$ cat src/rtl/histogram_readout_sequencer.sv
// histogram_readout_sequencer
//
// Reads a contiguous, possibly wrapping, range of bins out of the streaming
// histogram. Each bin is queried once, its returned count travels into a small
// return buffer, and the buffer head is offered on a valid/ready dump stream.
// The query pipeline cannot be stalled. A query is therefore issued only while
// the in-flight queries plus the buffered entries leave a free buffer slot.
// This ensures that no returned count is ever dropped.
//
// Ports:
//   clk, rst          clock, synchronous active-high reset
//   start             one-cycle readout request (only honoured when idle)
//   start_word        first bin of the range, latched on an accepted start
//   end_word          last bin of the range (inclusive), latched on start
//   busy              high from accepted start until done
//   done              one-cycle pulse after the final beat is accepted
//   query_valid       query strobe to the histogram
//   query_word        bin being queried
//   query_count       count returned query_latency cycles after a query
//   dump_valid        dump beat valid (return buffer non-empty)
//   dump_ready        downstream accepts the beat when valid & ready
//   dump_word         bin index of the beat
//   dump_count        count of that bin
//   dump_last         high on the beat for end_word
//   dbg_state         current FSM state (debug visibility)
//
// Dump handshake: a beat transfers on a rising edge where dump_valid and
// dump_ready are both high. While dump_valid is high and dump_ready is low,
// dump_valid and all beat fields hold stable. dump_valid never depends on
// dump_ready.

module histogram_readout_sequencer #(
    parameter int word_width    = 12,
    parameter int count_width   = 48,
    parameter int query_latency = 2,
    parameter int fifo_depth    = 4
) (
    input  logic                   clk,
    input  logic                   rst,
    input  logic                   start,
    input  logic [word_width-1:0]  start_word,
    input  logic [word_width-1:0]  end_word,
    output logic                   busy,
    output logic                   done,
    output logic                   query_valid,
    output logic [word_width-1:0]  query_word,
    input  logic [count_width-1:0] query_count,
    output logic                   dump_valid,
    input  logic                   dump_ready,
    output logic [word_width-1:0]  dump_word,
    output logic [count_width-1:0] dump_count,
    output logic                   dump_last,
    output logic [1:0]             dbg_state
);

    localparam int cnt_w = $clog2(fifo_depth + 1);
    localparam int ptr_w = (fifo_depth > 1) ? $clog2(fifo_depth) : 1;
    localparam logic [cnt_w:0]   credit_limit  = (cnt_w + 1)'(fifo_depth);
    localparam logic [cnt_w-1:0] fifo_full_cnt = cnt_w'(fifo_depth);

    localparam logic [1:0] st_idle  = 2'd0;
    localparam logic [1:0] st_issue = 2'd1;
    localparam logic [1:0] st_drain = 2'd2;

    typedef struct packed {
        logic                  valid;
        logic [word_width-1:0] word;
        logic                  last;
    } tag_t;

    typedef struct packed {
        logic [word_width-1:0]  word;
        logic [count_width-1:0] count;
        logic                   last;
    } entry_t;

    logic [1:0]            state_q, state_d;
    logic [word_width-1:0] next_word_q, next_word_d;
    logic [word_width:0]   remaining_q, remaining_d;
    logic                  busy_q, busy_d;
    logic                  done_q, done_d;
    tag_t                  tag_q [query_latency];
    tag_t                  tag_d [query_latency];
    logic [cnt_w-1:0]      inflight_q, inflight_d;
    entry_t                mem_q [fifo_depth];
    entry_t                mem_d [fifo_depth];
    logic [ptr_w-1:0]      wr_ptr_q, wr_ptr_d;
    logic [ptr_w-1:0]      rd_ptr_q, rd_ptr_d;
    logic [cnt_w-1:0]      fifo_count_q, fifo_count_d;

    logic   credit_ok;
    logic   issue;
    logic   issue_last;
    logic   push;
    logic   pop;
    entry_t head;

    // Registered counts make the credit check conservative by one pop. With
    // query_latency+1 < fifo_depth the steady state (latency queries in
    // flight plus one buffered beat) still issues every cycle.
    assign credit_ok  = ({1'b0, inflight_q} + {1'b0, fifo_count_q}) < credit_limit;
    assign issue      = (state_q == st_issue) && credit_ok;
    assign issue_last = (remaining_q == (word_width + 1)'(1));
    assign push       = tag_q[query_latency-1].valid;
    assign head       = mem_q[rd_ptr_q];
    assign pop        = (fifo_count_q != '0) && dump_ready;

    // Sequencing FSM
    always_comb begin
        state_d     = state_q;
        next_word_d = next_word_q;
        remaining_d = remaining_q;
        busy_d      = busy_q;
        done_d      = 1'b0;
        unique case (state_q)
            st_idle: begin
                if (start) begin
                    next_word_d = start_word;
                    // Modular difference handles ranges that wrap through the top bin.
                    remaining_d = {1'b0, end_word - start_word} + (word_width + 1)'(1);
                    busy_d      = 1'b1;
                    state_d     = st_issue;
                end
            end
            st_issue: begin
                if (issue) begin
                    next_word_d = next_word_q + word_width'(1);
                    remaining_d = remaining_q - (word_width + 1)'(1);
                    if (issue_last) begin
                        state_d = st_drain;
                    end
                end
            end
            st_drain: begin
                if (pop && head.last) begin
                    done_d  = 1'b1;
                    busy_d  = 1'b0;
                    state_d = st_idle;
                end
            end
            default: state_d = st_idle;
        endcase
    end

    // Tag pipeline, return buffer and credit counters
    always_comb begin
        tag_d[0].valid = issue;
        tag_d[0].word  = next_word_q;
        tag_d[0].last  = issue && issue_last;
        for (int i = 1; i < query_latency; i++) begin
            tag_d[i] = tag_q[i-1];
        end

        mem_d    = mem_q;
        wr_ptr_d = wr_ptr_q;
        rd_ptr_d = rd_ptr_q;
        if (push) begin
            // The tail tag lines up with the count for the same query.
            mem_d[wr_ptr_q].word  = tag_q[query_latency-1].word;
            mem_d[wr_ptr_q].count = query_count;
            mem_d[wr_ptr_q].last  = tag_q[query_latency-1].last;
            wr_ptr_d              = wr_ptr_q + ptr_w'(1);
        end
        if (pop) begin
            rd_ptr_d = rd_ptr_q + ptr_w'(1);
        end

        fifo_count_d = fifo_count_q;
        unique case ({push, pop})
            2'b10:   fifo_count_d = fifo_count_q + cnt_w'(1);
            2'b01:   fifo_count_d = fifo_count_q - cnt_w'(1);
            default: fifo_count_d = fifo_count_q;
        endcase

        inflight_d = inflight_q;
        unique case ({issue, push})
            2'b10:   inflight_d = inflight_q + cnt_w'(1);
            2'b01:   inflight_d = inflight_q - cnt_w'(1);
            default: inflight_d = inflight_q;
        endcase
    end

    always_ff @(posedge clk) begin
        if (rst) begin
            state_q      <= st_idle;
            next_word_q  <= '0;
            remaining_q  <= '0;
            busy_q       <= 1'b0;
            done_q       <= 1'b0;
            tag_q        <= '{default: '0};
            inflight_q   <= '0;
            mem_q        <= '{default: '0};
            wr_ptr_q     <= '0;
            rd_ptr_q     <= '0;
            fifo_count_q <= '0;
        end else begin
            state_q      <= state_d;
            next_word_q  <= next_word_d;
            remaining_q  <= remaining_d;
            busy_q       <= busy_d;
            done_q       <= done_d;
            tag_q        <= tag_d;
            inflight_q   <= inflight_d;
            mem_q        <= mem_d;
            wr_ptr_q     <= wr_ptr_d;
            rd_ptr_q     <= rd_ptr_d;
            fifo_count_q <= fifo_count_d;
        end
    end

    // A push into a full buffer without a simultaneous pop would lose a count.
    assert property (@(posedge clk) disable iff (rst)
        !(push && !pop && (fifo_count_q == fifo_full_cnt)));

    assign busy        = busy_q;
    assign done        = done_q;
    assign query_valid = issue;
    assign query_word  = issue ? next_word_q : '0;
    assign dump_valid  = (fifo_count_q != '0);
    assign dump_word   = dump_valid ? head.word  : '0;
    assign dump_count  = dump_valid ? head.count : '0;
    assign dump_last   = dump_valid ? head.last  : 1'b0;
    assign dbg_state   = state_q;

endmodule

$ cat config.mk
export PLATFORM = sky130hd
export DESIGN_NAME = histogram_readout_sequencer
export DESIGN_NICKNAME = d
export VERILOG_FILES = /design/src/rtl/histogram_readout_sequencer.sv
export SDC_FILE = /design/constraint.sdc
export NUM_CORES = 1
export LEC_CHECK = 0
export ABC_AREA = 1
export ABC_CLOCK_PERIOD_IN_PS = 2900
export CAP_MARGIN = 20
export CORE_UTILIZATION = 49
export DETAILED_ROUTE_END_ITERATION = 8
export PLACE_DENSITY = 0.71
export SLEW_MARGIN = 10
export SYNTH_ARGS = -nofsm -noshare
export SYNTH_HDL_FRONTEND = slang
export SYNTH_SLANG_ARGS = --single-unit
$ cat constraint.sdc
create_clock -name clk -period 2.9 [get_ports clk]
set_input_delay 0.435 -clock clk [delete_from_list [all_inputs] [get_ports clk]]
set_output_delay 0.435 -clock clk [all_outputs]
set_load 0.1 [all_outputs]
==> reports/summary.log, run 1 <==
INFO  outcome        outcome=finished clean
INFO  synth          synthesis.area_per_instance=6.73um^2
INFO  cells_and_area synth_to_final_area_change=27.9%
INFO  synth          sequential_share_of_the_synthesized_area=43.3%
INFO  route          drc=0
INFO  worst_setup_path regToRegSetupSlack=0.55ns
INFO  synth          netlist_instances=2136
INFO  pwr            power.leakage=6.87nW
INFO  clocking       numCtsBuffers=34
INFO  timing         final-max-slew-violation-count=0
INFO  cells_and_area fillers=2526
INFO  clocking       clk_pin_slew=0.06ns
INFO  global_route   grt_first_pass_wirelength=65500um
INFO  global_route   vias_in_the_first_global_route=13100
INFO  min_path       timing.hold.worst.class=reg2reg
INFO  global_route   grt_max_degree=73
INFO  route          first_iter_violations=1289
INFO  die            std_cell_rows=62
INFO  die            num_io_pins=155
INFO  worst_setup_path critical_path_class=reg2out
INFO  clocking       maximum_count_of_clock_buffers_along_a_single_path=3
INFO  global_route   top_usage_layer=met2
INFO  synth          mappedNetlistArea=14400um^2
INFO  route          detail_route.first_pass.iterations=5
INFO  route          detail_route.wirelength=40000um
INFO  route          ant_nets=0
INFO  worst_setup_path timing.critical_path.max_delay_family=buffers and inverters
INFO  timing         period_needed=2.75ns
INFO  min_path       min_from=tag_d[0]$_SDFF_PP0_
INFO  global_route   gr-usage-met2=45.2%
INFO  synth          ys_ff_latch=311
INFO  clocking       htree_levels=2
INFO  pwr            powerDensity=621nW/um^2
INFO  worst_setup_path cp-start-kind=flop
INFO  timing         tns=0ns
INFO  worst_setup_path critical_path.max_fanout=52
INFO  worst_setup_path slowest_delay=0.51ns
INFO  timing         timing_worst_slew_pin_value=0.753ns
INFO  clocking       numClockSinks=311
INFO  worst_setup_path arrival=2.32ns
INFO  die            placeableCoreArea=28800um^2
INFO  worst_setup_path ff2ff_path_depth=13
INFO  clocking       ctsRootBufferMaster=sky130_fd_sc_hd__clkbuf_16
INFO  route          avgViaCountPerCell=5.28
INFO  global_route   global_route.usage.met1=34.1%
INFO  timing         clock_skew=0.0224ns
INFO  clocking       count_of_hold_buffers_inserted_by_post_cts_repair=0
INFO  clocking       cts_tree=yes
INFO  placement      port_buffers=154
INFO  worst_setup_path critical-path-slowest-cell=sky130_fd_sc_hd__buf_4
INFO  die            floorplan.die.height=173um
INFO  timing         timing_hold_violations_final=0
INFO  worst_setup_path critical_path.cell_chain=clkinv_2 > buf_4 > o21ai_0 > a21oi_2 > buf_12
INFO  worst_setup_path timing.rr.start=fifo_count_q[1]$_SDFFE_PP0P_
INFO  synth          synth_cell_type_count=44
INFO  cells_and_area drive_gt1_share=13.1%
INFO  worst_setup_path timing.critical_path.to_type=primary output
INFO  global_route   overflow=0
INFO  min_path       timing.hold.worst_path_depth=2
INFO  timing         max_freq=363MHz
INFO  placement      dpl.hpwl=23900um
INFO  timing         rsz_0062_raised_after_global_routing=false
INFO  worst_setup_path worst_ep_required_time=2.47ns
INFO  placement      routabilityCongestion=0.878
INFO  min_path       hold_path_end=tag_q[0]$_SDFF_PP0_
INFO  global_route   grt.met3_usage=3.62%
INFO  route          drt-wirelength-per-cell=15.2um
INFO  pwr            post-layout-total-power=11.4mW
INFO  die            initial_core_util=49.9%
INFO  synth          yosysWarnings=0
INFO  timing         finalSetupViolations=0
INFO  worst_setup_path r2r_end=inflight_q[2]$_SDFFE_PP0P_
INFO  timing         slew-limit-headroom=49.8%
INFO  die            full_die_area=30000um^2
INFO  synth          syn_nets=2238
INFO  global_route   grt_antenna_before_repair=2
INFO  job            maxCapViolations=0
INFO  route          dr_total_vias=13900
INFO  cells_and_area finish.utilization=63.8%
INFO  worst_setup_path crit_buf_inv=3
INFO  die            die_width=173um
INFO  pwr            ir_drop=0.346mV
INFO  global_route   grt.total_usage=26.4%
INFO  clocking       clk_latency=0.51ns
INFO  timing         period_share=94.9%
INFO  cells_and_area nNetsFinal=2323
-- metal layers --
metal / share of wire, % / vias to the layer above / wire (um)
li1: - / 7033 / -
met1: 44 / 6364 / 17600
met2: 48 / 417 / 19200
met3: 5.6 / 71 / 2230
met4: 2.5 / 2 / 998
met5: 0.033 / - / 13
-- cells by family after synthesis --
kind of cell | count (synthesis) | share of synthesized area, %
and+or+nand+nor | 999 | 27.8
AOI/OAI and AO/OA | 537 | 19.0
DFF | 311 | 43.3
buffers and inverters | 253 | 6.86
adders and majority gates | 26 | 2.42
xor gates and xnor gates | 10 | 0.609
-- where the power goes --
part | switching (mW) | internal, mW
Sequential | 0.119 | 4.44
Combinational | 1.68 | 0.798
Clock | 1.71 | 2.66
-- cells in the final DEF, fill, tap and decap left out, types with 9 or more instances in the layout --
| master | count |
|---|---|
| sky130_fd_sc_hd__inv_1 | 99 |
| sky130_fd_sc_hd__inv_2 | 12 |
| sky130_fd_sc_hd__dfxtp_1 | 306 |
| sky130_fd_sc_hd__a21oi_2 | 61 |
| sky130_fd_sc_hd__buf_4 | 30 |
| sky130_fd_sc_hd__buf_12 | 81 |
| sky130_fd_sc_hd__nor2_4 | 14 |
| sky130_fd_sc_hd__clkdlybuf4s50_1 | 75 |
| sky130_fd_sc_hd__a31oi_1 | 9 |
| sky130_fd_sc_hd__ha_1 | 23 |
| sky130_fd_sc_hd__nor3_1 | 10 |
| sky130_fd_sc_hd__nand3_1 | 31 |
| sky130_fd_sc_hd__nor2_1 | 796 |
| sky130_fd_sc_hd__nand2_2 | 14 |
| sky130_fd_sc_hd__a21oi_1 | 46 |
| sky130_fd_sc_hd__o21ai_1 | 9 |
| sky130_fd_sc_hd__clkbuf_16 | 35 |
| sky130_fd_sc_hd__o21ai_0 | 405 |
| sky130_fd_sc_hd__nand2_1 | 103 |
-- registers in the layout, indices dropped and copies added (netlist names) --
signal and count:
next_word_q 12, dbg_state 2, busy 1, fifo_count_q 3
push 1, rd_ptr_q 2, mem_q 244, inflight_q 3
wr_ptr_q 2, tag_d 14, remaining_q 13, tag_q 13
done 1
-- synthesized netlist by cell type, drive strengths merged --
cell	n	share of area, %
inv	109	2.9
ha	23	2.0
nand3b	1	0.052
nand2	119	3.4
buf	17	0.64
a211oi	2	0.10
dfxtp	311	43
nand4	8	0.35
clkbuf	121	3.2
clkinv	6	0.17
a31oi	9	0.39
xor2	8	0.49
nor3	11	0.42
a221oi	2	0.17
and3	1	0.044
fa	3	0.42
xnor2	2	0.12
a32o	1	0.070
and2	2	0.10
or2	4	0.17
nand3	39	1.7
nor2	814	22
a21oi	107	3.8
o21ai	414	14
o31ai	2	0.10
-- tightest hold or removal path: stages, from the launching register on --
cell and delay, ns:
sky130_fd_sc_hd__dfxtp_1 0.29, sky130_fd_sc_hd__inv_1 0.04, sky130_fd_sc_hd__nor2_1 0.03
-- per-stage QoR --
stage	instances	hold WS, ns	worst slack, ns	instance area [um^2]
after detailed placement	2569	0.395	0.0574	17200
after floorplan	2136	0.388	0.0597	14700
after global placement	2569	0.391	0.152	17200
final	2629	0.401	0.148	18400
after CTS	2628	0.398	0.0756	18400
after global routing	2628	0.426	0.0321	18400
-- area by class of cell --
type / count / area (um^2) / area share [%]
Tap cell: 384 / 480 / 2.61
Antenna cell: 1 / 2.50 / 0.0136
Sequential cell: 311 / 6240 / 33.9
Clock buffer: 49 / 998 / 5.43
Multi-Input combinational cell: 1572 / 7470 / 40.7
Inverter: 115 / 440 / 2.40
Clock inverter: 10 / 135 / 0.735
Timing Repair Buffer: 187 / 2610 / 14.2
-- what timing repair did --
| item | 4_1_cts | 5_1_grt |
|---|---|---|
| endpoints found under the hold margin | 0 | 0 |
| setup buffers | 0 | 0 |
| resized for setup | 0 | 2 |
| setup endpoints to repair | 0 | 7 |
-- how the worst max path moves through the flow --
stage,slack (ns),end,cells past startpoint,start
detailed placement,0.06,remaining_q[11]$_SDFFE_PP0P_,17,end_word[0]
global placement,0.15,remaining_q[10]$_SDFFE_PP0P_,15,end_word[0]
CTS,0.08,query_word[1],9,fifo_count_q[2]$_SDFFE_PP0P_
global route,0.03,query_word[1],9,fifo_count_q[1]$_SDFFE_PP0P_
finish,0.15,dump_count[22],5,rd_ptr_q[0]$_SDFFE_PP0P_
floorplan,0.06,dump_count[23],6,rd_ptr_q[0]$_SDFFE_PP0P_
Note: power is estimated with default switching activity, not from simulation.
==> inputs of run 2 (changes only) <==
CTS_CLUSTER_SIZE = 20   (was default)
==> results of run 2 <==
No change in the layout: final DEF, timing and power equal those of run 1.
